==> src/rtl/vpu_issue_ctrl.sv <==
// Single-op issue controller for the VPU: reads operands, waits out the execution delay, writes back.
// Optional busy-cycle performance counter enabled by defining VPU_ISSUE_PERF_CNT_EN.
module vpu_issue_ctrl #(
  parameter int R_PORTS = 3,
  parameter int ADDR_W  = 8,
  parameter int OPC_W   = 7,
  parameter int DLY_W   = 4,
  parameter int SUB_W   = 2,
  parameter int FUNC_W  = 32
) (
  input  logic                      clk,
  input  logic                      rst_n,
  input  logic                      req_valid_i,
  output logic                      req_ready_o,
  input  logic [R_PORTS-1:0]        req_rvalid_i,
  input  logic [R_PORTS*ADDR_W-1:0] req_raddr_i,
  input  logic [ADDR_W-1:0]         req_waddr_i,
  input  logic [DLY_W-1:0]          req_delay_i,
  input  logic                      req_red_i,
  input  logic [SUB_W-1:0]          req_sub_delay_i,
  input  logic [OPC_W-1:0]          req_opcode_i,
  input  logic [FUNC_W-1:0]         req_op_func_i,
  output logic [R_PORTS-1:0]        sram_rd_en_o,
  output logic [R_PORTS*ADDR_W-1:0] sram_raddr_o,
  output logic                      exec_valid_o,
  output logic [FUNC_W-1:0]         exec_op_func_o,
  output logic [OPC_W-1:0]          exec_opcode_o,
  output logic                      sram_wr_en_o,
  output logic [ADDR_W-1:0]         sram_waddr_o,
  input  logic                      sram_wr_ready_i,
  output logic                      done_o,
  output logic [31:0]               busy_cycles_o
);

  // state   | meaning
  // IDLE    | ready for a request; mask==0 requests are swallowed as NOPs
  // READ    | one-cycle SRAM read of the masked source ports
  // WAIT    | execution delay countdown (N+1 cycles)
  // WRITE   | hold write-back until the SRAM accepts it
  typedef enum logic [1:0] {
    ST_IDLE  = 2'd0,
    ST_READ  = 2'd1,
    ST_WAIT  = 2'd2,
    ST_WRITE = 2'd3
  } state_t;

  localparam int CNT_W = DLY_W + 1;

  state_t                      r_state;
  logic                        r_ready;
  logic [R_PORTS-1:0]          r_rd_en;
  logic [R_PORTS*ADDR_W-1:0]   r_raddr;
  logic                        r_exec_valid;
  logic [FUNC_W-1:0]           r_op_func;
  logic [OPC_W-1:0]            r_opcode;
  logic                        r_wr_en;
  logic [ADDR_W-1:0]           r_waddr_o;
  logic [ADDR_W-1:0]           r_waddr;
  logic [DLY_W-1:0]            r_delay;
  logic                        r_red;
  logic [SUB_W-1:0]            r_sub_delay;
  logic [CNT_W-1:0]            r_cnt;

  logic                        w_accept;
  logic                        w_has_reads;
  logic [R_PORTS*ADDR_W-1:0]   w_raddr_masked;
  logic [CNT_W-1:0]            w_load_n;

  assign w_accept    = req_valid_i && r_ready;
  assign w_has_reads = |req_rvalid_i;

  always_comb begin
    w_raddr_masked = '0;
    for (int p = 0; p < R_PORTS; p++) begin
      if (req_rvalid_i[p]) begin
        w_raddr_masked[p*ADDR_W +: ADDR_W] = req_raddr_i[p*ADDR_W +: ADDR_W];
      end
    end
  end

  // One extra bit keeps delay + sub_delay from wrapping.
  assign w_load_n = CNT_W'(r_delay) + (r_red ? CNT_W'(r_sub_delay) : CNT_W'(0));

  always_ff @(posedge clk) begin
    if (!rst_n) begin
      r_state      <= ST_IDLE;
      r_ready      <= 1'b1;
      r_rd_en      <= '0;
      r_raddr      <= '0;
      r_exec_valid <= 1'b0;
      r_op_func    <= '0;
      r_opcode     <= '0;
      r_wr_en      <= 1'b0;
      r_waddr_o    <= '0;
      r_waddr      <= '0;
      r_delay      <= '0;
      r_red        <= 1'b0;
      r_sub_delay  <= '0;
      r_cnt        <= '0;
    end else begin
      r_exec_valid <= 1'b0;
      case (r_state)
        ST_IDLE: begin
          if (w_accept) begin
            r_waddr     <= req_waddr_i;
            r_delay     <= req_delay_i;
            r_red       <= req_red_i;
            r_sub_delay <= req_sub_delay_i;
            if (w_has_reads) begin
              r_state   <= ST_READ;
              r_ready   <= 1'b0;
              r_rd_en   <= req_rvalid_i;
              r_raddr   <= w_raddr_masked;
              r_op_func <= req_op_func_i;
              r_opcode  <= req_opcode_i;
            end
          end
        end
        ST_READ: begin
          r_state      <= ST_WAIT;
          r_rd_en      <= '0;
          r_raddr      <= '0;
          r_exec_valid <= 1'b1;
          r_cnt        <= w_load_n;
        end
        ST_WAIT: begin
          if (r_cnt == '0) begin
            r_state   <= ST_WRITE;
            r_wr_en   <= 1'b1;
            r_waddr_o <= r_waddr;
          end else begin
            r_cnt <= r_cnt - CNT_W'(1);
          end
        end
        ST_WRITE: begin
          if (sram_wr_ready_i) begin
            r_state   <= ST_IDLE;
            r_ready   <= 1'b1;
            r_wr_en   <= 1'b0;
            r_waddr_o <= '0;
            r_op_func <= '0;
            r_opcode  <= '0;
          end
        end
        default: begin
          r_state <= ST_IDLE;
          r_ready <= 1'b1;
        end
      endcase
    end
  end

  assign req_ready_o    = r_ready;
  assign sram_rd_en_o   = r_rd_en;
  assign sram_raddr_o   = r_raddr;
  assign exec_valid_o   = r_exec_valid;
  assign exec_op_func_o = r_op_func;
  assign exec_opcode_o  = r_opcode;
  assign sram_wr_en_o   = r_wr_en;
  assign sram_waddr_o   = r_waddr_o;
  assign done_o         = r_wr_en && sram_wr_ready_i;

`ifdef VPU_ISSUE_PERF_CNT_EN
  logic [31:0] r_busy_cycles;

  always_ff @(posedge clk) begin
    if (!rst_n) begin
      r_busy_cycles <= '0;
    end else if ((r_state != ST_IDLE) && (r_busy_cycles != 32'hFFFF_FFFF)) begin
      r_busy_cycles <= r_busy_cycles + 32'd1;
    end
  end

  assign busy_cycles_o = r_busy_cycles;
`else
  assign busy_cycles_o = 32'd0;
`endif

endmodule

==> config.mk <==
export PLATFORM = sky130hd
export DESIGN_NAME = vpu_issue_ctrl
export DESIGN_NICKNAME = d
export VERILOG_FILES = /design/src/rtl/vpu_issue_ctrl.sv
export SDC_FILE = /design/constraint.sdc
export NUM_CORES = 1
export LEC_CHECK = 0
export CAP_MARGIN = 0
export CORE_UTILIZATION = 41
export CTS_CLUSTER_DIAMETER = 150
export DETAILED_ROUTE_END_ITERATION = 16
export PLACE_DENSITY = 0.84
export SETUP_SLACK_MARGIN = 0.02
export SLEW_MARGIN = 30
export SYNTH_ARGS = -nofsm -noshare
export SYNTH_HDL_FRONTEND = slang
export SYNTH_SLANG_ARGS = --single-unit
==> constraint.sdc <==
create_clock -name clk -period 2.45 [get_ports clk]
set_input_delay 0.245 -clock clk [delete_from_list [all_inputs] [get_ports clk]]
set_output_delay 0.245 -clock clk [all_outputs]
set_load 0.01 [all_outputs]
## Word level (Yosys, flattened, before mapping)

Cells that the tools add are included.

| operators by class | value |
|---|---|
| add/subtract/negate cells | 2 |
| equality and inequality tests | 8 |
| muxes and demuxes | 36 |
| reduce and logical (&&, ||, !) cells | 15 |

Operators with widths:

| kind | count |
|---|---|
| 2-to-1 mux 32 bit | 3 |
| one-hot mux 32 bit (2 select lines) | 1 |
| 2-to-1 mux 24 bit | 2 |
| one-hot mux 24 bit (2 select lines) | 1 |
| 2-to-1 mux 8 bit | 5 |
| 2-to-1 mux 7 bit | 3 |
| one-hot mux 8 bit (2 select lines) | 1 |
| one-hot mux 7 bit (2 select lines) | 1 |
| 2-to-1 mux 2 bit | 5 |
| inequality test 2 bit, second input constant | 5 |
| one-hot mux 5 bit (2 select lines) | 1 |
| one-hot mux 2 bit (4 select lines) | 1 |
| AND reduction 4 bit | 2 |
| nonzero test 2 bit | 4 |
| 2-to-1 mux 1 bit | 6 |
| 2-to-1 mux 3 bit | 2 |
| one-hot mux 3 bit (2 select lines) | 1 |
| AND reduction 3 bit | 2 |
| adder 4 x 2 -> 5 bit | 1 |
| zero test 5 bit | 1 |
| 2-to-1 mux 5 bit | 1 |
| subtractor 5 x 1 -> 5 bit, second input constant | 1 |
| equality test 2 bit, second input constant | 2 |
| one-hot mux 1 bit (2 select lines) | 2 |
| other kinds (5) | 7 |

| word-level totals | value |
|---|---|
| register bits after elaboration | 99 |
| output and inout bits | 110 |

## Depth between registers and ports, before layout

| logic depth | value |
|---|---|
| depth after elaboration | 4 |
| mapped depth | 8 |
| mapped depth without buffers | 8 |

## Least setup slack after synthesis

OpenSTA, ideal clock, no wires.

| timing | value |
|---|---|
| path kind | reg2reg |
| start | register r_state[0] |
| end | register r_raddr[0], in the netlist sram_raddr_o[0] |
| library setup time | 0.118 ns |
| data arrival time | 1.578 ns |
| required time | 2.332 ns |
| setup slack | 0.754 ns |
| stages on the path, launching flop included | 9 |
| buffers on the path | 2 |
| period minus slack after synthesis | 1.696 ns |
| cells stage by stage | dfxtp_1 inv_1 ha_1 and3_1 buf_4 and3_1 buf_2 a22oi_1 nor2b_1 |

| on the way | value |
|---|---|
| longest elaborated chain between the ends | 3 |
| elaborated cells between the ends (all ways) | 7 |
| those cells by class | eq/ne (3); mux (1); reduce/logical (3) |

Ends and longest elaborated chain:

| element | RTL line | text |
|---|---|---|
| start, declared | 49 | `state_t r_state;` |
| start signal, assigned | 86 | `r_state <= ST_IDLE;` |
| start signal, assigned | 110 | `r_state <= ST_READ;` |
| start signal, assigned | 120 | `r_state <= ST_WAIT;` |
| equality test 2 x 1 -> 1 bit / zero test 2 bit (equally long branches) | 102 | `case (r_state)` |
| nonzero test 2 bit (no source line) / inequality test 2 bit (equally long branches) | -- |  |
| AND reduction 3 bit (no source line) | -- |  |
| end signal, assigned | 113 | `r_raddr <= w_raddr_masked;` |
| end, declared | 52 | `logic [R_PORTS*ADDR_W-1:0] r_raddr;` |

Parallel ways exist; a longest one is shown, timed or not.
A chain may end at the register's enable or synchronous reset.

## Final worst setup path

| timing | value |
|---|---|
| start | register r_state[0] |
| end | register r_waddr_o[7], in the netlist sram_waddr_o[7] |

| on the way | value |
|---|---|
| longest elaborated chain between the ends | 3 |
| elaborated cells between the ends (all ways) | 7 |
| those cells by class | eq/ne (4); mux (1); reduce/logical (2) |

Ends and longest elaborated chain:

| element | RTL line | text |
|---|---|---|
| equality test 2 bit | 102 |  |
| inequality test 2 bit (no source line) / nonzero test 2 bit (equally long branches) | -- |  |
| AND reduction 3 bit (no source line) | -- |  |
| end signal, assigned | 130 | `r_waddr_o <= r_waddr;` |
| end, declared | 57 | `logic [ADDR_W-1:0] r_waddr_o;` |

Parallel ways exist; a longest one is shown, timed or not.

==> impl_results.md <==
- Clock tree from TritonCTS: built
- Area of the core: between 9000 and 10000 um^2
- Relative slew slack: 0.561
- DRC violations left: 0
- Yosys Warn Count: 0
- Most used flip-flop cell after synthesis: dfxtp_1
- Number of global-route vias before repair: 3381
- CTS root buffer: clkbuf_8
- Avg WL per Cell: 14.2 um
- Post-route total power: 5070 uW
- Fin crit share: 0.805
- First-pass GRT wire length: between 15000 and 20000 um
- Worst vdd rail ir drop: between 0.3 and 0.4 mV
- Shortest clock period the worst path allows after layout: between 1.5 and 2 ns
- Via count: 3534
- P&R area growth vs syn: 42.5%
- Half-perimeter wire length after detailed placement: 7500 um
- Number of nets in the finished design: 680
- Endpoint required time on the critical path: between 2 and 3 ns
- Number of flops mapped to enable cells by yosys: 0
- Register area: 1980 um^2
- DIE HEIGHT: a little over 100 um
- Mean instance size in the synthesized netlist: roughly 9.7 um^2
- Area used by multi-input combinational logic: about 1900 um^2
- Register area share after synthesis: 0.469
- Count of filler cells inserted in the layout: just over 800
- Effective utilization at floorplan: 0.429
- Share of layout cells above drive strength 1: 0.0491
- Area of the mapped netlist: about 4200 um^2
- Number of antenna violations at the first check in global routing: 0
- Reg2Reg Setup Slack: ~0.48 ns
- Kind of path behind the tightest hold check: primary input to flip-flop
- Power density over the cells: roughly 840 nW/um^2
- Clock-pin slew on the worst setup and hold paths: ~0.090 ns
- Number of inserted diodes: 0
- Vias per std cell: ~4.9
- Synthesized netlist cell count: 436
- Arrival time reported for the critical path endpoint: approximately 2.3 ns
- Number of maximum-capacitance violations: 0
- Max Transition Viols Final: 0
- Last weighted congestion value of the routability-driven placer: 0.810
- Asr flop ratio synth: 0
- Startpoint types: flip-flop
- Number of buffers created by CTS: 9
- Tightest Pin Transition: roughly 0.65 ns
- Hold_buf cts: 0
- Clock tree sinks: a little under 100
- Worst-case setup slack after placement: 0.367 ns
- Setup crit end kind: flip-flop
- Outcome: completed
- Setup repair after global routing missed its margin: no
- Pre-antenna DRT Iters: 4
- Max Buffers Root-to-Sink: 2
- Number of gates resized after CTS: 0
- Number of storage elements in the synthesis netlist: slightly below 100
- Max Clock Skew: 0.0145 ns
- Setup bufs post-CTS: 0
- Number of buffers added on ports: approximately 160
- Accumulated negative setup slack: 0 ns
- Worst setup slack after layout: 0.478 ns
- Number of unique standard cell types used by synthesis: between 40 and 50
- Kind of critical path: flip-flop to flip-flop
- Crit Path Max Fanout: 12
- Overall routing resource usage: 0.192
- Maximum operating frequency: ~510 MHz
- Antenna Violating Nets Remaining: 0
- Full die area: 10700 um^2
- # setup viols final: 0
- Top Ports: around 200
- H-tree levels: 3
- Number of standard-cell rows in the floorplan: 36
- Leakage power total: 0.00218 uW
- Detailed Route WL: between 10000 and 15000 um
- Number of endpoints with negative hold slack in the final report: 0
- Die width: a little over 100 um
- Number of DRC markers in iteration 0: between 100 and 150
- Total global routing overflow: 0
- Maximum number of pins on one net before global-route repair: 42
- Clock insertion delay at the later pin of the skew report: approximately 0.36 ns
## layout by cell type, fill, tap and decap left out, types with 2 or more instances in the layout
| master | netlist | routed |
|---|---|---|
| nand2b_1 | 3 | 3 |
| buf_12 | 0 | 2 |
| nor2b_1 | 78 | 78 |
| nand3_1 | 3 | 3 |
| o311a_1 | 2 | 2 |
| nor3_1 | 2 | 2 |
| buf_4 | 34 | 4 |
| o21a_1 | 4 | 4 |
| and3_1 | 4 | 4 |
| o21ai_0 | 5 | 5 |
| conb_1 | 1 | 32 |
| inv_1 | 11 | 11 |
| a21oi_1 | 5 | 5 |
| mux2i_1 | 3 | 3 |
| dfxtp_1 | 99 | 99 |
| nor2_1 | 3 | 3 |
| a22oi_1 | 71 | 71 |
| clkbuf_8 | 0 | 11 |
| clkinv_4 | 0 | 2 |
| and2_1 | 3 | 3 |
| nand2_1 | 36 | 36 |
| ha_1 | 8 | 8 |
| a21boi_0 | 15 | 15 |
| clkdlybuf4s50_1 | 0 | 161 |
## path summary, 6_finish.rpt
check,to,start,cells past startpoint
setup / recovery,sram_waddr_o[7],r_state[0],6
hold / removal,sram_wr_en_o,rst_n,2
setup reg to reg,sram_waddr_o[7],r_state[0],6
hold reg to reg,r_waddr[4],r_waddr[4],2
## cell type report
type                       count  share of cell area
clock buffer                  12              0.0257
multi-input combinational    297               0.322
sequential                    99               0.329
inverter                      11             0.00685
clock inverter                 4             0.00934
tap                          133              0.0276
timing repair buffer         168               0.280
## cells in the mapped netlist (4+ instances only)
| master | count | area share |
|---|---|---|
| buf_4 | 34 | 0.060 |
| o21ai_0 | 5 | 0.0059 |
| clkbuf_1 | 12 | 0.011 |
| a22oi_1 | 71 | 0.13 |
| nand2_1 | 36 | 0.032 |
| a21boi_0 | 15 | 0.027 |
| ha_1 | 8 | 0.024 |
| inv_1 | 11 | 0.0098 |
| a21oi_1 | 5 | 0.0059 |
| nor2b_1 | 78 | 0.12 |
| and3_1 | 4 | 0.0059 |
| o21a_1 | 4 | 0.0071 |
| dfxtp_1 | 99 | 0.47 |
| buf_2 | 11 | 0.013 |
## metrics by stage
step                      cells  utilization  instance area [um^2]  hold WS [ns]
after global routing        724        0.611                  6030         0.431
after floorplan             467            -                  4350         0.390
after global placement      708        0.590                  5820         0.450
after detailed placement    708        0.590                  5820         0.458
final                       724        0.611                  6030         0.391
after CTS                   724        0.611                  6030         0.384
## worst max-delay path, cell delays in order, from the launching register on
cell and delay [ns]:
dfxtp_1 0.35, inv_1 0.11, ha_1 0.41, nand4bb_1 0.21
nor3_2 0.54, a22oi_1 0.15, nor2b_1 0.14
## cells by family (layout without fill, tap and decap cells)
| group | Yosys count | count (layout) | share of synthesized area |
|---|---|---|---|
| compound gates | 112 | 112 | 0.199 |
| buf+inv | 71 | 195 | 0.102 |
| mux | 4 | 4 | 0.0124 |
| flops | 99 | 99 | 0.469 |
| fa+ha+maj | 9 | 9 | 0.0284 |
| xor+xnor | 1 | 1 | 0.00207 |
| other cells | 1 | 32 | 0.000886 |
| simple gates | 139 | 139 | 0.187 |
## layer usage
metal  up-vias  global-route usage  wire (um)
li1       1747                   -          -
met1      1641               0.230       4510
met2       135               0.332       5090
met3        11              0.0346        511
met4         0              0.0880        161
met5         -                   0          0
## power breakdown
group | switching [uW] | internal [uW]
sequential | 160 | 1860
combinational | 1020 | 944
clock | 553 | 536
total | 1740 | 3340
## flip-flops by register name, summed over array words and instances, names as in the netlist, 3 cells and up
| signal | flops |
|---|---|
| r_delay | 4 |
| exec_op_func_o | 32 |
| exec_opcode_o | 7 |
| sram_raddr_o | 24 |
| sram_rd_en_o | 3 |
| r_cnt | 5 |
| r_waddr | 8 |
| sram_waddr_o | 8 |
(Power assumes the default switching activity.)
